$ cat src/rtl/modulo_empacotador_duzias_pkg.sv
// Shared line package for the dozen-bottle packer: state codes, box capacity
// and the completed-box counter limit.
package modulo_empacotador_duzias_pkg;

  typedef enum logic [1:0] {
    AGUARDA_CAIXA = 2'b00,
    ENCHENDO      = 2'b01,
    CHEIA         = 2'b10,
    SAIDA         = 2'b11
  } estado_t;

  localparam logic [3:0] CAPACIDADE_CAIXA = 4'd12;
  localparam logic [6:0] MAX_CAIXAS       = 7'd99;

  // Next value of a 0..MAX_CAIXAS counter; any out-of-range value recovers to 0.
  function automatic logic [6:0] proximo_mod100(input logic [6:0] valor);
    return (valor >= MAX_CAIXAS) ? 7'd0 : (valor + 7'd1);
  endfunction

endpackage

$ cat src/rtl/modulo_empacotador_duzias_contador.sv
// Completed-box counter, 0..99 binary, wrapping to 0 after 99.
module modulo_contador_mod100
  import modulo_empacotador_duzias_pkg::*;
(
  input  logic       clk,
  input  logic       clr,
  input  logic       inc,
  output logic [6:0] q
);

  logic [6:0] r_q;

  // Box count register, advanced once per acknowledged full box.
  always_ff @(posedge clk or negedge clr) begin
    if (!clr) begin
      r_q <= 7'd0;
    end else if (inc) begin
      r_q <= proximo_mod100(r_q);
    end else begin
      r_q <= r_q;
    end
  end

  assign q = r_q;

endmodule

$ cat src/rtl/modulo_empacotador_duzias.sv
// Dozen-bottle packer: fills a box with 12 sealed bottles, hands it to the
// conveyor and flags lost bottles or boxes pulled away while filling.
module modulo_empacotador_duzias
  import modulo_empacotador_duzias_pkg::*;
(
  input  logic       clk,
  input  logic       clr,
  input  logic       enable,
  input  logic       garrafa_vedada,
  input  logic       caixa_presente,
  input  logic       caixa_ack,
  output logic       ocupado,
  output logic       motor_caixa,
  output logic       caixa_cheia,
  output logic       alarme,
  output logic [3:0] cont_garrafas,
  output logic [6:0] cont_caixas,
  output logic [1:0] estado
);

  estado_t    r_estado;
  estado_t    w_estado_prox;
  logic [3:0] r_garrafas;
  logic [3:0] w_garrafas_prox;
  logic       r_alarme;
  logic       w_alarme_prox;
  logic       w_inc_caixa;

  // State, bottle count and sticky alarm registers.
  always_ff @(posedge clk or negedge clr) begin
    if (!clr) begin
      r_estado   <= AGUARDA_CAIXA;
      r_garrafas <= 4'd0;
      r_alarme   <= 1'b0;
    end else begin
      r_estado   <= w_estado_prox;
      r_garrafas <= w_garrafas_prox;
      r_alarme   <= w_alarme_prox;
    end
  end

  // Next-state logic; a paused line freezes everything and clears the alarm.
  always_comb begin
    w_estado_prox   = r_estado;
    w_garrafas_prox = r_garrafas;
    w_alarme_prox   = r_alarme;
    w_inc_caixa     = 1'b0;
    if (!enable) begin
      w_alarme_prox = 1'b0;
    end else begin
      case (r_estado)
        AGUARDA_CAIXA: begin
          w_alarme_prox = r_alarme | garrafa_vedada;
          w_estado_prox = caixa_presente ? ENCHENDO : AGUARDA_CAIXA;
        end
        ENCHENDO: begin
          // Box removal wins over a simultaneous bottle, which is then lost.
          if (!caixa_presente) begin
            w_alarme_prox   = 1'b1;
            w_garrafas_prox = 4'd0;
            w_estado_prox   = AGUARDA_CAIXA;
          end else if (garrafa_vedada) begin
            w_garrafas_prox = r_garrafas + 4'd1;
            w_estado_prox   = (r_garrafas == (CAPACIDADE_CAIXA - 4'd1)) ? CHEIA : ENCHENDO;
          end else begin
            w_estado_prox = ENCHENDO;
          end
        end
        CHEIA: begin
          w_alarme_prox = r_alarme | garrafa_vedada;
          if (caixa_ack) begin
            w_estado_prox = SAIDA;
            w_inc_caixa   = 1'b1;
          end else begin
            w_estado_prox = CHEIA;
          end
        end
        SAIDA: begin
          w_alarme_prox = r_alarme | garrafa_vedada;
          if (!caixa_presente) begin
            w_estado_prox   = AGUARDA_CAIXA;
            w_garrafas_prox = 4'd0;
          end else begin
            w_estado_prox = SAIDA;
          end
        end
        default: begin
          w_estado_prox = AGUARDA_CAIXA;
        end
      endcase
    end
  end

  // Moore output decode from the state register, gated by the run level.
  always_comb begin
    estado        = r_estado;
    cont_garrafas = r_garrafas;
    alarme        = r_alarme;
    caixa_cheia   = (r_estado == CHEIA);
    motor_caixa   = enable & ((r_estado == AGUARDA_CAIXA) | (r_estado == SAIDA));
    ocupado       = ~enable | (r_estado != ENCHENDO);
  end

  modulo_contador_mod100 u_contador_caixas (
    .clk (clk),
    .clr (clr),
    .inc (w_inc_caixa),
    .q   (cont_caixas)
  );

endmodule

$ cat config.mk
export PLATFORM = sky130hd
export DESIGN_NAME = modulo_empacotador_duzias
export DESIGN_NICKNAME = d
export VERILOG_FILES = /design/src/rtl/modulo_empacotador_duzias_pkg.sv /design/src/rtl/modulo_empacotador_duzias_contador.sv /design/src/rtl/modulo_empacotador_duzias.sv
export SDC_FILE = /design/constraint.sdc
export NUM_CORES = 1
export LEC_CHECK = 0
export CAP_MARGIN = 0
export CELL_PAD_IN_SITES_DETAIL_PLACEMENT = 0
export CELL_PAD_IN_SITES_GLOBAL_PLACEMENT = 1
export CORE_ASPECT_RATIO = 0.6
export CORE_MARGIN = 2
export CORE_UTILIZATION = 34
export DETAILED_ROUTE_END_ITERATION = 7
export GPL_TIMING_DRIVEN = 1
export PLACE_DENSITY = 0.83
export RECOVER_POWER = 25
export SLEW_MARGIN = 20
export SYNTH_ARGS = -nofsm -noshare
export SYNTH_HDL_FRONTEND = slang
export SYNTH_SLANG_ARGS = --single-unit
$ cat constraint.sdc
create_clock -name clk -period 2.12 [get_ports clk]
set_input_delay 0.318 -clock clk [delete_from_list [all_inputs] [get_ports clk]]
set_output_delay 0.318 -clock clk [all_outputs]
set_load 0.02 [all_outputs]
# After elaboration in Yosys (flattened, before gate mapping)
# Cells that the tools add are included.
op_classes:
  n_reduce_logical: 4
  mux: 18
  add_sub_neg: 2
  n_lt_le_gt_ge: 1
  bitwise: 5
  n_eq_ne: 8
ops:
  columns: ["op", "count"]
  rows:
  - ["2-to-1 mux 4 bit", 3]
  - ["2-to-1 mux 2 bit", 4]
  - ["one-hot mux 2 bit (4 select lines)", 1]
  - ["one-hot mux 4 bit (2 select lines)", 1]
  - ["adder 7 x 1 -> 7 bit (second input constant)", 1]
  - [">= comparator 7 bit (second input constant)", 1]
  - ["2-to-1 mux 1 bit", 7]
  - ["2-to-1 mux 7 bit", 1]
  - ["!= test 3 bit (second input constant)", 2]
  - ["adder 4 x 1 -> 4 bit (second input constant)", 1]
  - ["== test 2 bit (second input constant)", 2]
  - ["== test 4 bit (second input constant)", 1]
  - ["AND reduction 4 bit", 1]
  - ["OR 1 bit", 3]
  - ["OR reduction 3 bit", 1]
  - ["== test 2 x 1 -> 1 bit (second input constant)", 1]
  - ["logical NOT 2 bit", 1]
  - ["!= test 2 x 1 -> 1 bit (second input constant)", 1]
  - ["!= test 2 bit (second input constant)", 1]
  - ["one-hot mux 1 bit (2 select lines)", 1]
  - ["nonzero test 2 bit", 1]
  - ["bitwise AND 1 bit", 1]
  - ["inverter 1 bit", 1]
word_totals:
  out_inout_bits: 17
  in_bits: 6
  wordCells: 42
  regBits: 14

# Depth between registers and ports, before layout
# Gate-level depths: netlist of the first run.
depth:
  ltp_word: 5
  depth_mapped: 7
  mapped_depth_nobuf: 6

# By module
# From an unflattened synthesis of the first run, not the netlist that was laid out.
unflattened:
  cells_unflattened: 89
  area_unflattened_um2: 872.1
by_module_without_submodules:
  columns: ["module", "cells_per_inst", "n_inst", "area_per_inst_um2", "seq_area_each_um2"]
  rows:
  - ["modulo_empacotador_duzias", 52, 1, 499.2, 175.2]
  - ["modulo_contador_mod100", 37, 1, 372.9, 175.2]

# Worst setup path after synthesis of the first run
# OpenSTA, ideal clock, no wires.
synth_path:
  kind: "register to register"
  startpoint: "register u_contador_caixas.r_q[0] (netlist: u_contador_caixas.q[0])"
  endpoint: "register u_contador_caixas.r_q[3] (netlist: u_contador_caixas.q[3])"
  path_slack_ns: 0.111
  required_ns: 2.051
  period_less_slack_ns: 2.009
  arrival_ns: 1.940
  n_path_buf: 0
  stages_incl_launch_ff: 6
  path_cell_list: "dfrtp_1 -> ha_1 -> or4_4 -> o21ba_1 -> or4_1 -> nand3_1"
synth_via:
  elab_chain_cells: 2
  word_cells_on_any_way: 3
  cone_classes: "add/sub: 1; order compare: 1; mux: 1"
synth_lines:
  columns: ["element", "line_no", "rtl"]
  rows:
  - ["start: declaration", "modulo_empacotador_duzias_contador.sv:11", "logic [6:0] r_q;"]
  - ["start signal: assignment", "modulo_empacotador_duzias_contador.sv:18", "r_q <= proximo_mod100(r_q);"]
  - ["start signal: assignment", "modulo_empacotador_duzias_contador.sv:20", "r_q <= r_q;"]
  - ["adder 7 x 1 -> 7 bit or >= comparator 7 bit (tied branches)", "modulo_empacotador_duzias_pkg.sv:17", "return (valor >= MAX_CAIXAS) ? 7'd0 : (valor + 7'd1);"]
  - ["2-to-1 mux 7 bit (*)", "modulo_empacotador_duzias_pkg.sv:17", null]
# Every way passes the cells marked *; elsewhere a longest branch is shown, timed or not.
# A chain may end at the register's enable or synchronous reset.

# Worst setup path after layout of the first run
# Same ends and word-level chain as after synthesis.

==> PnR_summary.wiki, run 1 <==
{| class="wikitable"
! Metric !! Value
|-
| Detailed Route Iter0 Violations || 44
|-
| Residual DRC count || 0
|-
| Largest net degree at the start of global routing || 15
|-
| Final wirelength || 1980 um
|-
| Count of vias placed by the detailed router || 770
|-
| Vias per Instance || 5.07
|-
| Worst-case clock buffer depth || 2
|-
| Number of cells on the worst reg-to-reg path || 5
|-
| Final number of max-transition violations || 0
|-
| Placer's final routability congestion estimate || 0.828
|-
| Share of synthesized area occupied by flip-flops and latches || 42.8%
|-
| CTS tree || built
|-
| Post-synth cell types || 24
|-
| Top-Level Pins || 23
|-
| Area added between synthesis and finish || 41.7%
|-
| Grt total ovfl || 0
|-
| Die Y || 42 um
|-
| Worst slew margin relative to its limit || 57.4%
|-
| Fraction of final layout cells with drive strength greater than 1 || 7.38%
|-
| Lkg Pwr || 0.520 nW
|-
| R2R Setup Slk || 0.10 ns
|-
| Place WS || 0.120 ns
|-
| Overall track demand over capacity in global routing || 15.2%
|-
| Number of clock sinks || 14
|-
| N_diodes || 0
|-
| Top achievable clock speed || 0.496 GHz
|-
| Placed cell areas || 1100 um2
|-
| Global-route met3 utilization || 5.91%
|-
| Critical register-to-register path startpoint || u_contador_caixas.q[0]
|-
| Total core area || 2230 um2
|-
| Shortest clock period the worst path allows after layout || 2.02 ns
|-
| Power Density || 611 nW/um2
|-
| Worst Setup End Kind || flop
|-
| RSZ-0062 raised after global routing || no
|-
| Nets || 136
|-
| Launch instance of the worst min-delay path || alarme
|-
| Starting utilization of the core area || 36.7%
|-
| Synth Area per Inst || 8.80 um2
|-
| Count of warnings emitted by yosys || 0
|-
| Crit path largest cell delay || 0.50 ns
|-
| Wire length of the first global-routing pass || 3210 um
|-
| Hold-fix buffers at CTS || 0
|-
| Setup crit start kind || flop
|-
| Clock tree root buffer cell || sky130_fd_sc_hd__clkbuf_8
|-
| Placed wire-length estimate || 1510 um
|-
| Synth Net Count || 106
|-
| Crit path max-delay cell type || sky130_fd_sc_hd__or4_4
|-
| Endpoint of the worst hold path || alarme
|-
| Synthesized netlist cell count || 93
|-
| Kind of critical path || reg2reg
|-
| Via count of the first global-routing pass || 667
|-
| Design area || 1160 um2
|-
| Global routing's busiest layer || met1
|-
| Number of failing setup endpoints in the final timing report || 0
|-
| Setup ws final || 0.102 ns
|-
| Max_cap viols || 0
|-
| Ordered cell list for the critical path || ha_1, or4_4, o21ba_1, or4_1, nand3_1
|-
| Met1 Resource Use GR || 22.2%
|-
| Htree depth || 1
|-
| Path category of the worst min-delay check || reg2reg
|-
| Crit path from || u_contador_caixas.q[0]
|-
| Cell depth of the worst hold path || 2
|-
| Outcome || finished, final reports clean
|-
| Global routing met2 resource utilization || 21.4%
|-
| Worst Skew || 0.00385 ns
|-
| Die footprint || 2830 um2
|-
| Initial antenna violation count || 0
|-
| Count of state elements after synthesis || 14
|-
| Buffers added on ports || 22
|-
| Worst skew pair latency || 0.25 ns
|-
| Num CTS Buffers || 3
|-
| Crit-path max FO || 5
|-
| Transition at the pin with the smallest max-transition slack || 0.638 ns
|-
| Horizontal die dimension || 67.3 um
|-
| Arrival time reported for the critical path endpoint || 2.20 ns
|-
| Count of endpoints failing hold in the final timing report || 0
|-
| VDD IR max || 316 uV
|-
| Clock-pin transition on the worst setup and hold timing paths || 0.06 ns
|-
| Row cnt || 13
|-
| Period utilisation layout || 95.2%
|-
| DRT antenna net count || 0
|-
| Setup TNS || 0 ns
|-
| Router iterations before antenna repair || 4
|-
| End of the worst register-to-register path || u_contador_caixas.q[3]
|-
| Netlist area before placement || 818 um2
|-
| Average detailed-routed wire length per instance || 13.0 um
|-
| Worst path required time || 2.31 ns
|}
-- area by class of cell --
class,instances,area [um2]
Tap cell,30,37.5
Clock buffer,4,55.1
Inverter,6,22.5
Sequential cell,14,350
Fill cell,206,1070
Timing Repair Buffer,26,253
Multi-Input combinational cell,72,442
-- cells in the final DEF (no fill, tap or decap), types with 2 or more instances in the layout --
| master | netlist | routed |
|---|---|---|
| sky130_fd_sc_hd__or4_1 | 2 | 2 |
| sky130_fd_sc_hd__or3_1 | 3 | 3 |
| sky130_fd_sc_hd__inv_1 | 6 | 6 |
| sky130_fd_sc_hd__dfrtp_1 | 14 | 14 |
| sky130_fd_sc_hd__nor2_1 | 5 | 5 |
| sky130_fd_sc_hd__a21oi_1 | 6 | 6 |
| sky130_fd_sc_hd__clkbuf_8 | 0 | 4 |
| sky130_fd_sc_hd__o21ai_1 | 2 | 2 |
| sky130_fd_sc_hd__buf_4 | 0 | 4 |
| sky130_fd_sc_hd__nor3_1 | 2 | 2 |
| sky130_fd_sc_hd__nand2_1 | 10 | 10 |
| sky130_fd_sc_hd__nand3b_1 | 2 | 2 |
| sky130_fd_sc_hd__nand3_1 | 7 | 7 |
| sky130_fd_sc_hd__ha_1 | 7 | 7 |
| sky130_fd_sc_hd__o21ai_0 | 14 | 14 |
| sky130_fd_sc_hd__clkdlybuf4s50_1 | 0 | 20 |
| sky130_fd_sc_hd__a21o_1 | 3 | 3 |
-- cells by family (layout without fill, tap and decap cells) --
| logic type | after synthesis | count (layout) | share of synthesized area [%] |
|---|---|---|---|
| and+or+nand+nor | 36 | 36 | 23.1 |
| AOI/OAI and AO/OA | 28 | 28 | 19.1 |
| DFF | 14 | 14 | 42.8 |
| adders and majority gates | 7 | 7 | 10.7 |
| buffers and inverters | 7 | 36 | 3.21 |
| xor gates and xnor gates | 1 | 1 | 1.07 |
-- repair_timing --
item / in CTS / in global routing
gates resized for setup: 0 / 1
setup endpoints to repair: 0 / 1
setup buffers: 0 / 0
-- critical path, delay by kind of cell, from the launching register on --
family,cells,cell delay (ns)
fa+ha+maj,1,0.27
compound gates,1,0.22
flops,1,0.41
simple gates,3,1.05
-- routing by layer --
layer  wire, um  share of wire (%)
met1       1010                 51
met4          0                  0
met3        121                6.1
met2        849                 43
met5          0                  0
-- flip-flops by register name (all words and copies together), names as in the netlist --
name / flops
u_contador_caixas.q: 7
cont_garrafas: 4
estado: 2
alarme: 1
-- through the flow --
stage               power (mW)  hold WS (ns)  util, %  cells
detailed placement       0.453         0.505     49.5    148
floorplan                0.376        0.0224        -     93
global placement         0.451         0.499     49.5    148
global route             0.746         0.524     52.0    152
finish                   0.708         0.508     52.0    152
CTS                      0.721         0.502     51.9    152
-- synth_stat cells, drive strengths merged --
cell type,count,area (um2)
o21ai,16,80.1
clkbuf,1,3.75
and2,1,6.26
nor2,5,18.8
a22oi,1,7.51
or4,3,26.3
nand2b,1,6.26
dfrtp,14,350
nand4b,1,8.76
a21o,3,22.5
a21oi,6,30.0
or3,3,18.8
nand4,1,6.26
a31oi,1,6.26
nand3,7,35.0
nor3,2,10.0
inv,6,22.5
o21ba,1,10.0
ha,7,87.6
xor2,1,8.76
nand2,10,37.5
nand3b,2,15.0
-- how the worst max path moves through the flow --
stage	slack, ns	cells past startpoint	to
floorplan	0.11	5	u_contador_caixas.q[3]
global placement	0.17	5	u_contador_caixas.q[3]
detailed placement	0.12	5	u_contador_caixas.q[3]
CTS	0.03	4	motor_caixa
global route	0.03	5	u_contador_caixas.q[3]
finish	0.10	5	u_contador_caixas.q[3]
-- power by group --
part / leakage (nW) / internal (mW) / switching [mW]
sequential: 0.179 / 0.285 / 0.0199
clock: 0.0288 / 0.165 / 0.0977
combinational: 0.312 / 0.0682 / 0.0730
No activity file was read; power rests on OpenSTA's default activity.
==> run 2: changes to the inputs <==
CORE_UTILIZATION = 30   (was 34)
PLACE_DENSITY = 0.78   (was 0.83)
clock period = 1.72 ns   (was 2.12 ns; I/O delays follow)
==> PnR_summary.wiki, run 2 (synthesis gave the netlist of run 1 again) <==
{| class="wikitable"
! Metric !! Value
|-
| Num CTS Buffers || 3
|-
| Crit-path max FO || 3
|-
| Shortest clock period the worst path allows after layout || 1.77 ns
|-
| DRT antenna net count || 0
|-
| N_diodes || 0
|-
| Count of endpoints failing hold in the final timing report || 0
|-
| Area added between synthesis and finish || 55.7%
|-
| Vias per Instance || 4.82
|-
| Horizontal die dimension || 71.4 um
|-
| Arrival time reported for the critical path endpoint || 1.94 ns
|-
| Top achievable clock speed || 0.566 GHz
|-
| Violations in the final reports || negative setup slack
|-
| RSZ-0062 raised after global routing || yes
|-
| Fraction of final layout cells with drive strength greater than 1 || 20.0%
|-
| Initial antenna violation count || 0
|-
| Number of setup buffers added after CTS || 0
|-
| Count of vias placed by the detailed router || 805
|-
| Starting utilization of the core area || 32.2%
|-
| Kind of critical path || reg2reg
|-
| Buffers added on ports || 22
|-
| Residual DRC count || 0
|-
| Post-route worst hold slack || 0.510 ns
|-
| Row cnt || 14
|-
| Path category of the worst min-delay check || reg2reg
|-
| Worst slew margin relative to its limit || 51.4%
|-
| Outcome || finished with violations
|-
| Lkg Pwr || 0.567 nW
|-
| Number of failing setup endpoints in the final timing report || 2
|-
| Post-Layout Cell Count || 167
|-
| Placed wire-length estimate || 1580 um
|-
| Final number of max-transition violations || 0
|-
| Flip-flop count of the largest register after layout || 7
|-
| Max_cap viols || 0
|-
| Largest net degree at the start of global routing || 15
|-
| Worst Skew || 0.00393 ns
|-
| Power Density || 700 nW/um2
|-
| FILL cells || 241
|-
| Final wirelength || 1990 um
|-
| Total routed wire length on the met1 layer || 1110 um
|-
| Die footprint || 3180 um2
|-
| Top-Level Pins || 23
|-
| Worst Setup End Kind || flop
|-
| Most frequent cells in the layout || sky130_fd_sc_hd__clkdlybuf4s50_1 (18), sky130_fd_sc_hd__buf_4 (16), sky130_fd_sc_hd__o21ai_0 (13)
|-
| Setup TNS || -0.0883 ns
|-
| Total instance count after detailed placement || 163
|-
| Placer's final routability congestion estimate || 0.815
|-
| Commonest non-fill, non-tap cell in the layout || sky130_fd_sc_hd__clkdlybuf4s50_1
|-
| Ordered cell list for the critical path || ha_4, or4_4, o21ba_4, or4_1, o21ai_1
|-
| Die Y || 44.5 um
|-
| Clock-pin transition on the worst setup and hold timing paths || 0.06 ns
|-
| Clock tree root buffer cell || sky130_fd_sc_hd__clkbuf_8
|-
| Transition at the pin with the smallest max-transition slack || 0.730 ns
|-
| Router iterations before antenna repair || 4
|-
| Grt total ovfl || 0
|-
| Crit path max-delay cell type || sky130_fd_sc_hd__dfrtp_2
|-
| Met2 routed WL || 700 um
|-
| VDD IR max || 521 uV
|-
| Period utilisation layout || 103%
|-
| CTS tree || built
|-
| Overall track demand over capacity in global routing || 14.1%
|-
| Nets || 149
|-
| Worst skew pair latency || 0.25 ns
|-
| Total core area || 2540 um2
|-
| Crit path largest cell delay || 0.42 ns
|-
| Average detailed-routed wire length per instance || 11.9 um
|-
| Amount of wire on met3 after detailed routing || 149 um
|-
| Worst-case clock buffer depth || 2
|-
| Worst path required time || 1.89 ns
|-
| Top layer reached by signal wires || met4
|-
| Hold-fix buffers at CTS || 0
|-
| Number of clock sinks || 14
|-
| Htree depth || 1
|-
| Wire length of the first global-routing pass || 3230 um
|-
| Setup ws final || -0.0471 ns
|-
| Setup crit start kind || flop
|-
| Detailed Route Iter0 Violations || 30
|-
| Via count of the first global-routing pass || 665
|}
[run 2: cell types whose count changed in the layout (fill, tap and decap cells not counted), moves of 2 or more]
cell,before,now
sky130_fd_sc_hd__buf_4,4,16
sky130_fd_sc_hd__dfrtp_2,0,2
sky130_fd_sc_hd__clkdlybuf4s50_1,20,18
sky130_fd_sc_hd__dfrtp_1,14,12
[run 2: routing by layer]
layer / vias up / track usage [%]
met5: - / 0
met4: 0 / 5.66
met1: 356 / 20.6
met2: 27 / 18.3
li1: 417 / -
met3: 5 / 5.47
[run 2: report_power, final]
| part | switching (mW) | internal [mW] |
|---|---|---|
| Sequential | 0.0211 | 0.352 |
| Combinational | 0.102 | 0.0982 |
| Clock | 0.115 | 0.203 |
[run 2: layout make-up]
cell class | count | area (um2) | area share [%]
Clock buffer | 4 | 55.1 | 4.32
Inverter | 6 | 22.5 | 1.77
Multi-Input combinational cell | 72 | 465 | 36.5
Sequential cell | 14 | 353 | 27.7
Tap cell | 32 | 40.0 | 3.14
Timing Repair Buffer | 39 | 338 | 26.5
[run 2: what timing repair did]
| action | in CTS | in global routing |
|---|---|---|
| pin swaps | 1 | 0 |
| endpoints found under the setup margin | 5 | 6 |
| resized for setup | 4 | 4 |
| cloned | 0 | 0 |
[run 2: critical path, delay by kind of cell (launching register included)]
kind	cells	cell delay [ns]
flops	1	0.42
simple gates	2	0.81
fa+ha+maj	1	0.16
compound gates	2	0.30
[run 2: final timing paths]
path,slack (ns),cells past startpoint,start,end
setup / recovery,-0.05,5,u_contador_caixas.q[1],u_contador_caixas.q[4]
hold / removal,0.51,2,alarme,alarme
setup reg to reg,-0.05,5,u_contador_caixas.q[1],u_contador_caixas.q[4]
hold reg to reg,0.51,2,alarme,alarme
max in group asynchronous,0.64,2,clr,u_contador_caixas.q[1]
min in group asynchronous,0.58,2,clr,u_contador_caixas.q[0]
[run 2: stage by stage]
| step | setup slack (ns) | power, mW | util [%] | cell area [um2] |
|---|---|---|---|---|
| 2_1_floorplan | -0.0996 | 0.468 | - | 841 |
| 3_3_place_gp | -0.0463 | 0.580 | 48.2 | 1220 |
| 3_5_place_dp | -0.0700 | 0.583 | 48.2 | 1220 |
| 4_1_cts | -0.0490 | 0.904 | 50.2 | 1270 |
| 5_1_grt | -0.0908 | 0.942 | 50.1 | 1270 |
| 6_report | -0.0471 | 0.892 | 50.1 | 1270 |
